--- config.mk ---
export PLATFORM = sky130hd
export DESIGN_NAME = uart_tx_arbiter
export DESIGN_NICKNAME = d
export VERILOG_FILES = /design/src/rtl/uart_tx_arbiter.sv
export SDC_FILE = /design/constraint.sdc
export NUM_CORES = 1
export LEC_CHECK = 0
export BUFFER_PORTS_ARGS = -buffer_cell sky130_fd_sc_hd__buf_2
export CAP_MARGIN = 20
export CORE_MARGIN = 10
export CORE_UTILIZATION = 50
export CTS_CLUSTER_DIAMETER = 150
export CTS_CLUSTER_SIZE = 40
export DETAILED_ROUTE_END_ITERATION = 8
export GPL_TIMING_DRIVEN = 0
export PLACE_DENSITY = 0.82
export SETUP_SLACK_MARGIN = 0.1
export SYNTH_ARGS = -nofsm -noshare
export SYNTH_HDL_FRONTEND = slang
export SYNTH_SLANG_ARGS = --single-unit
--- constraint.sdc ---
create_clock -name clk -period 5.67 [get_ports clk]
set_clock_uncertainty 0.1 [all_clocks]
set_input_delay 0.567 -clock clk [delete_from_list [all_inputs] [get_ports clk]]
set_output_delay 0.567 -clock clk [all_outputs]
set_load 0.02 [all_outputs]
--- src/rtl/uart_tx_arbiter.sv ---
// uart_tx_arbiter: round-robin sharing of one UART transmitter among N_REQ byte requesters.
// Define UART_ARB_LOCK_EN to let a requester holding req_lock keep the bus for its next byte.
module uart_tx_arbiter #(
  parameter int N_REQ  = 4,
  parameter int DATA_W = 8,
  parameter int IDX_W  = $clog2(N_REQ)
) (
  input  logic                    clk,
  input  logic                    rst,
  input  logic [N_REQ-1:0]        req,
  input  logic [N_REQ*DATA_W-1:0] req_data,
  input  logic [N_REQ-1:0]        req_lock,
  output logic [N_REQ-1:0]        gnt,
  output logic [N_REQ-1:0]        done,
  output logic [DATA_W-1:0]       tx_data,
  output logic                    tx_data_valid,
  input  logic                    tx_busy,
  input  logic                    tx_done,
  output logic [IDX_W-1:0]        active_idx,
  output logic                    arb_busy
);

  // state     | meaning
  // IDLE      | no byte in flight, arbitrate among req
  // LAUNCH    | tx_data_valid held until transmitter reports busy
  // WAIT_DONE | frame in progress, waiting for tx_done
  typedef enum logic [1:0] {IDLE, LAUNCH, WAIT_DONE} state_t;

  state_t            state;
  logic [IDX_W-1:0]  ptr;
  logic [IDX_W-1:0]  win_idx;
  logic [IDX_W-1:0]  cand;
  logic              win_found;
  logic              lock_hold;
  logic [DATA_W-1:0] req_bytes [N_REQ];

  function automatic logic [IDX_W-1:0] wrap_inc(input logic [IDX_W-1:0] i);
    return (i == IDX_W'(N_REQ - 1)) ? '0 : i + IDX_W'(1);
  endfunction

  for (genvar g = 0; g < N_REQ; g++) begin : g_bytes
    assign req_bytes[g] = req_data[g*DATA_W +: DATA_W];
  end

  // First requesting index at or above ptr, wrapping past N_REQ-1.
  always_comb begin
    win_idx   = '0;
    win_found = 1'b0;
    cand      = ptr;
    for (int k = 0; k < N_REQ; k++) begin
      if (!win_found && req[cand]) begin
        win_found = 1'b1;
        win_idx   = cand;
      end
      cand = wrap_inc(cand);
    end
  end

`ifdef UART_ARB_LOCK_EN
  assign lock_hold = req_lock[active_idx] & req[active_idx];
`else
  logic unused_lock;
  assign unused_lock = ^req_lock;
  assign lock_hold   = 1'b0;
`endif

  always_ff @(posedge clk or negedge rst) begin
    if (!rst) begin
      state         <= IDLE;
      ptr           <= '0;
      gnt           <= '0;
      done          <= '0;
      tx_data       <= '0;
      tx_data_valid <= 1'b0;
      active_idx    <= '0;
      arb_busy      <= 1'b0;
    end else begin
      gnt  <= '0;
      done <= '0;
      case (state)
        IDLE: begin
          if (win_found) begin
            gnt           <= N_REQ'(1) << win_idx;
            tx_data       <= req_bytes[win_idx];
            active_idx    <= win_idx;
            arb_busy      <= 1'b1;
            tx_data_valid <= 1'b1;
            state         <= LAUNCH;
          end
        end
        LAUNCH: begin
          if (tx_busy) begin
            tx_data_valid <= 1'b0;
            state         <= WAIT_DONE;
          end
        end
        WAIT_DONE: begin
          if (tx_done) begin
            done     <= N_REQ'(1) << active_idx;
            ptr      <= lock_hold ? active_idx : wrap_inc(active_idx);
            arb_busy <= 1'b0;
            state    <= IDLE;
          end
        end
        default: state <= IDLE;
      endcase
    end
  end

endmodule

== Word-level counts from Yosys, hierarchy flattened ==
Index checks and enable logic that the tools add are counted.

* Register bits after elaboration: 24
* Word-level logic and storage cells: 79
* Output and inout bits: 20
* Input port bits: 44

* Equal/unequal tests: 9
* Reduce and logical (&&, ||, !) cells: 14
* Add/subtract/negate cells: 4
* Bitwise logic cells: 1
* Order comparisons: 5
* Multiplexer cells: 36
* Shifts and indexed selects: 2

{| class="wikitable"
|+ Operators with widths
! operator !! number
|-
| 2-bit 2-to-1 mux || 11
|-
| 8-bit binary-select mux with 2-bit select || 1
|-
| 4-bit 2-to-1 mux || 4
|-
| 8-bit 2-to-1 mux || 2
|-
| 2-bit by 3-bit less-than comparator with 1-bit output, second input constant || 4
|-
| 1-bit 2-to-1 mux || 11
|-
| 2-bit equality test, second input constant || 5
|-
| 3-bit AND reduction || 3
|-
| 2-bit by 1-bit adder with 2-bit output, second input constant || 4
|-
| 1-bit binary-select mux with 2-bit select || 4
|-
| 1-bit by 2-bit << shifter with 4-bit output, first input constant || 2
|-
| 2-bit inequality test, second input constant || 3
|-
| 2-bit case mux with 3 select lines || 1
|-
| 1-bit case mux with 2 select lines || 2
|-
| 2-bit AND reduction || 2
|-
| 2-bit nonzero test || 2
|-
| 3-bit >= comparator, second input constant || 1
|-
| 1-bit logical AND || 3
|-
| 1-bit zero test || 3
|-
| 2-bit inverter with 3-bit output || 1
|-
| 2-bit by 1-bit equality test with 1-bit output, second input constant || 1
|-
| 2-bit zero test || 1
|}

== Longest topological paths before layout ==
* Depth in word-level cells: 16
* Depth in mapped cells: 11
* Mapped depth without buffers: 8

== Worst setup path before layout ==
OpenSTA, ideal clock, no wires.

* Kind: register -> register
* Start: reg ptr[1]
* End: reg tx_data[6]
* Setup slack: 2.771 ns
* Setup time: 0.123 ns
* Data required time: 5.447 ns
* Stages on the path, launching flop included: 10
* Path buffers: 1
* Period minus slack after synthesis: 2.899 ns
* Arrival time: 2.676 ns
* Cell sequence: dfrtp_1 ha_1 or4b_1 o41a_1 o21ai_2 a31oi_1 o31ai_2 buf_6 mux2_2 o221a_2

* Word-level cells in the longest chain between the ends: 16
* Elaborated cells on any way between the ends: 36
* Classes of those cells: add/sub (3); eq/ne (3); mux (22); bitwise (1); reduce/logical (7)

{| class="wikitable"
|+ Ends and longest elaborated chain
! element !! RTL line !! RTL
|-
| from (decl) || 30 || <nowiki>logic [IDX_W-1:0] ptr;</nowiki>
|-
| from (signal assigned) || 100 || <nowiki>ptr <= lock_hold ? active_idx : wrap_inc(active_idx);</nowiki>
|-
| branches (longest 16 deep; another with 2-bit by 1-bit adder with 2-bit output) || n/a ||
|-
| to (signal assigned) || 84 || <nowiki>tx_data <= req_bytes[win_idx];</nowiki>
|-
| to (decl) || 15 || <nowiki>output logic [DATA_W-1:0] tx_data,</nowiki>
|}

Several ways; the timed one is not identified. The select of a mux whose other input is x is not followed.
A chain may end at the register's enable or synchronous reset.

== Worst setup path in the final report ==
* Start: reg ptr[1]
* End: reg tx_data[7]

The elaborated chain is that of the path after synthesis.

==> out/qor.yml <==
setup_path:
  critPathLaunch: "ptr[1]"
  critical_path_buf_inv_count: 1
  path_delay_family: "compound AO/OA/AOI/OAI gates"
  crit_fanout: 10
  worstSetupStartpointType: "flop"
  crit_chain: "ha_1 > or4b_1 > o41a_1 > o21ai_2 > a31oi_1 > o31ai_2 > buf_6 > mux2_2 > o221a_2"
  rr_endpoint: "tx_data[7]"
  critPathRequiredTime_ns: 5.80
  crit_arrival_ns: 3.30
  rrSetupSlack_ns: 2.50
  crit_type: "reg -> reg"
  reg2reg_from: "ptr[1]"
  reg2reg_depth: 9
  cp_slowest_cell: "or4b_1"
  crit_path_end_kind: "flop"
  cpPeakStageDelay_ns: 0.55
drt:
  drtIter0Drc: 59
  wl_per_cell_um: 15.24
  drt_wl_total_mm: 3.993
  antenna_left: 0
  viasPerCell: 5.263
  num_vias: 1379
  dr.pass1.iters: 4
  remaining_drc_errors: 0
cts:
  ctsResizeCount: 0
  clkLatencyLatePin_ns: 0.32
  clock_path_buffers: 2
  cts_tree: "yes"
  cts-root-buf: "clkbuf_4"
  cts_buffers: 3
  clock-sinks: 24
  cts_setup_buffers: 0
  hold_buffers: 0
  path_clk_slew_ns: 0.13
  h-tree-depth: 1
timing:
  max_freq_mhz: 315.6
  period_needed_ns: 3.169
  slew_headroom_pct: 65.48
  setup_viol: 0
  setup_tns_ns: 0
  min_period_over_period_pct: 55.88
  maxSlewViolCount: 0
  worst_pin_slew_ns: 0.5179
  hold_viol_final: 0
  rsz0062_at_grt: "false"
synthesis:
  synthesis.area_um2: 1643
  synthArstFlopShare_pct: 100.0
  synth_flop_cell: "dfrtp_1"
  syn-num-nets: 206
  synthCells: 157
  yosys_warnings: 0
  ys_types: 46
  synth-seq-cells: 24
  yosys.area.top_type_share_pct: 36.56
  synth-seq-area-share_pct: 36.56
  synth-edff-count: 0
  synth_top_area_cell: "dfrtp_1"
  synthTopCellsByArea: "dfrtp_1, mux2_2, mux2i_1"
  synthesis.area_per_instance_um2: 10.46
global_route:
  gr-max-usage-layer: "met2"
  grt_pass1_vias: 1452
  met1_usage_pct: 15.44
  grt_overflow: 0
  met3_usage_pct: 3.030
  met2_usage_pct: 23.24
  grt_max_degree: 25
  antenna_found_initial: 0
  grt_usage_pct: 13.46
  grt_pass1_wl_mm: 6.803
power_and_ir_drop:
  leakagePower_nw: 0.9949
  power_density_nw_per_um2: 624.9
  vdd_drop_max_mv: 0.3314
placement:
  gp_congestion: 0.8348
  port_buffers: 57
  place_area_um2: 1983
  dp_hpwl_mm: 3.192
  post-place-cells: 258
floorplan:
  fp.dieW_um: 77.32
  initial_core_util_pct: 52.94
  die_area_um2: 5978
  core_um2: 3103
  die_h_um: 77.32
  top_level_ports: 64
  rows: 20
finish:
  fin_nets: 268
  drive_gt1_share_pct: 45.41
  design_area_um2: 2036
  areaGrowthSynthToFinish_pct: 23.91
  num_antenna_cells: 0
  stdcell_count: 262
run_status:
  status: "finished, final reports clean"
job:
  maxCapViolations: 0
hold_path:
  worstHoldPathType: "in -> async"
## flip-flops by register name, indices dropped and copies added, names as in the netlist
register	cells
ptr	2
tx_data_valid	1
active_idx	2
arb_busy	1
tx_data	8
done	4
gnt	4
state	2
## placed cells by master, fill, tap and decap left out, drive strengths merged, types with 4 or more instances in the layout
master  netlist  layout
o21ai         8       8
o221a         4       4
and2          5       5
buf           6      63
inv           6       6
nand2        14      14
o221ai        4       4
nand2b        7       7
dfrtp        24      24
clkbuf        5       8
nor2         10      10
a21oi         7       7
mux2i        10      10
ha            5       5
mux2         10      10
## worst max path at each step
stage | depth (start not counted) | slack, ns | end
after floorplan | 9 | 2.77 | tx_data[6]
after global placement | 9 | 2.56 | tx_data[7]
after detailed placement | 9 | 2.52 | tx_data[7]
after CTS | 9 | 2.50 | tx_data[7]
after global routing | 9 | 2.37 | tx_data[6]
final | 9 | 2.50 | tx_data[7]
## cell usage after synthesis (3+ instances only)
cell type  number
and2_1          5
nor2_1         10
o21ai_0         6
o221ai_1        4
nand2b_1        7
inv_1           6
clkbuf_8        4
mux2_2         10
mux2i_1        10
buf_4           3
o221a_2         4
a21oi_1         7
ha_1            5
dfrtp_1        24
nand2_1        14
## layer usage
| metal | wire length, um | part of all wire (%) |
|---|---|---|
| met5 | 0 | 0 |
| met4 | 70 | 1.8 |
| met3 | 236 | 5.9 |
| met2 | 2030 | 51 |
| met1 | 1656 | 41 |
## final cells by class
cell class	count	area (um^2)
plain buffers	11	125.1
multi-input cells	115	889.6
inverters	7	27.53
well taps	44	55.05
flip-flops and latches	24	600.6
clock buffers	3	22.52
fillers	271	1067
clock inverters	1	30.03
repair buffers	57	285.3
## power breakdown
group	switching (mW)	internal [mW]	total, mW
combinational	0.444	0.419	0.863
sequential	0.0441	0.242	0.286
clock	0.0514	0.0716	0.123
total	0.539	0.733	1.27
## cell families after synthesis
kind of cell               share of synthesized area, %
and+or+nand+nor                                   16.53
AOI/OAI and AO/OA                                 16.83
DFF                                               36.56
muxes                                             15.92
buffers and inverters                             9.291
adders and majority gates                         3.808
xor gates and xnor gates                          1.066
## per-stage QoR
step	power (mW)	hold WS (ns)	setup WS [ns]	util, %
after detailed placement	1.158	0.3645	2.517	63.91
final	1.272	0.09460	2.501	65.60
after CTS	1.284	0.1018	2.495	65.60
after global routing	1.376	0.1142	2.371	65.60
after global placement	1.140	0.3575	2.563	63.91
after floorplan	0.9661	0.1714	2.771	-
Note: power is estimated with default switching activity, not from simulation.
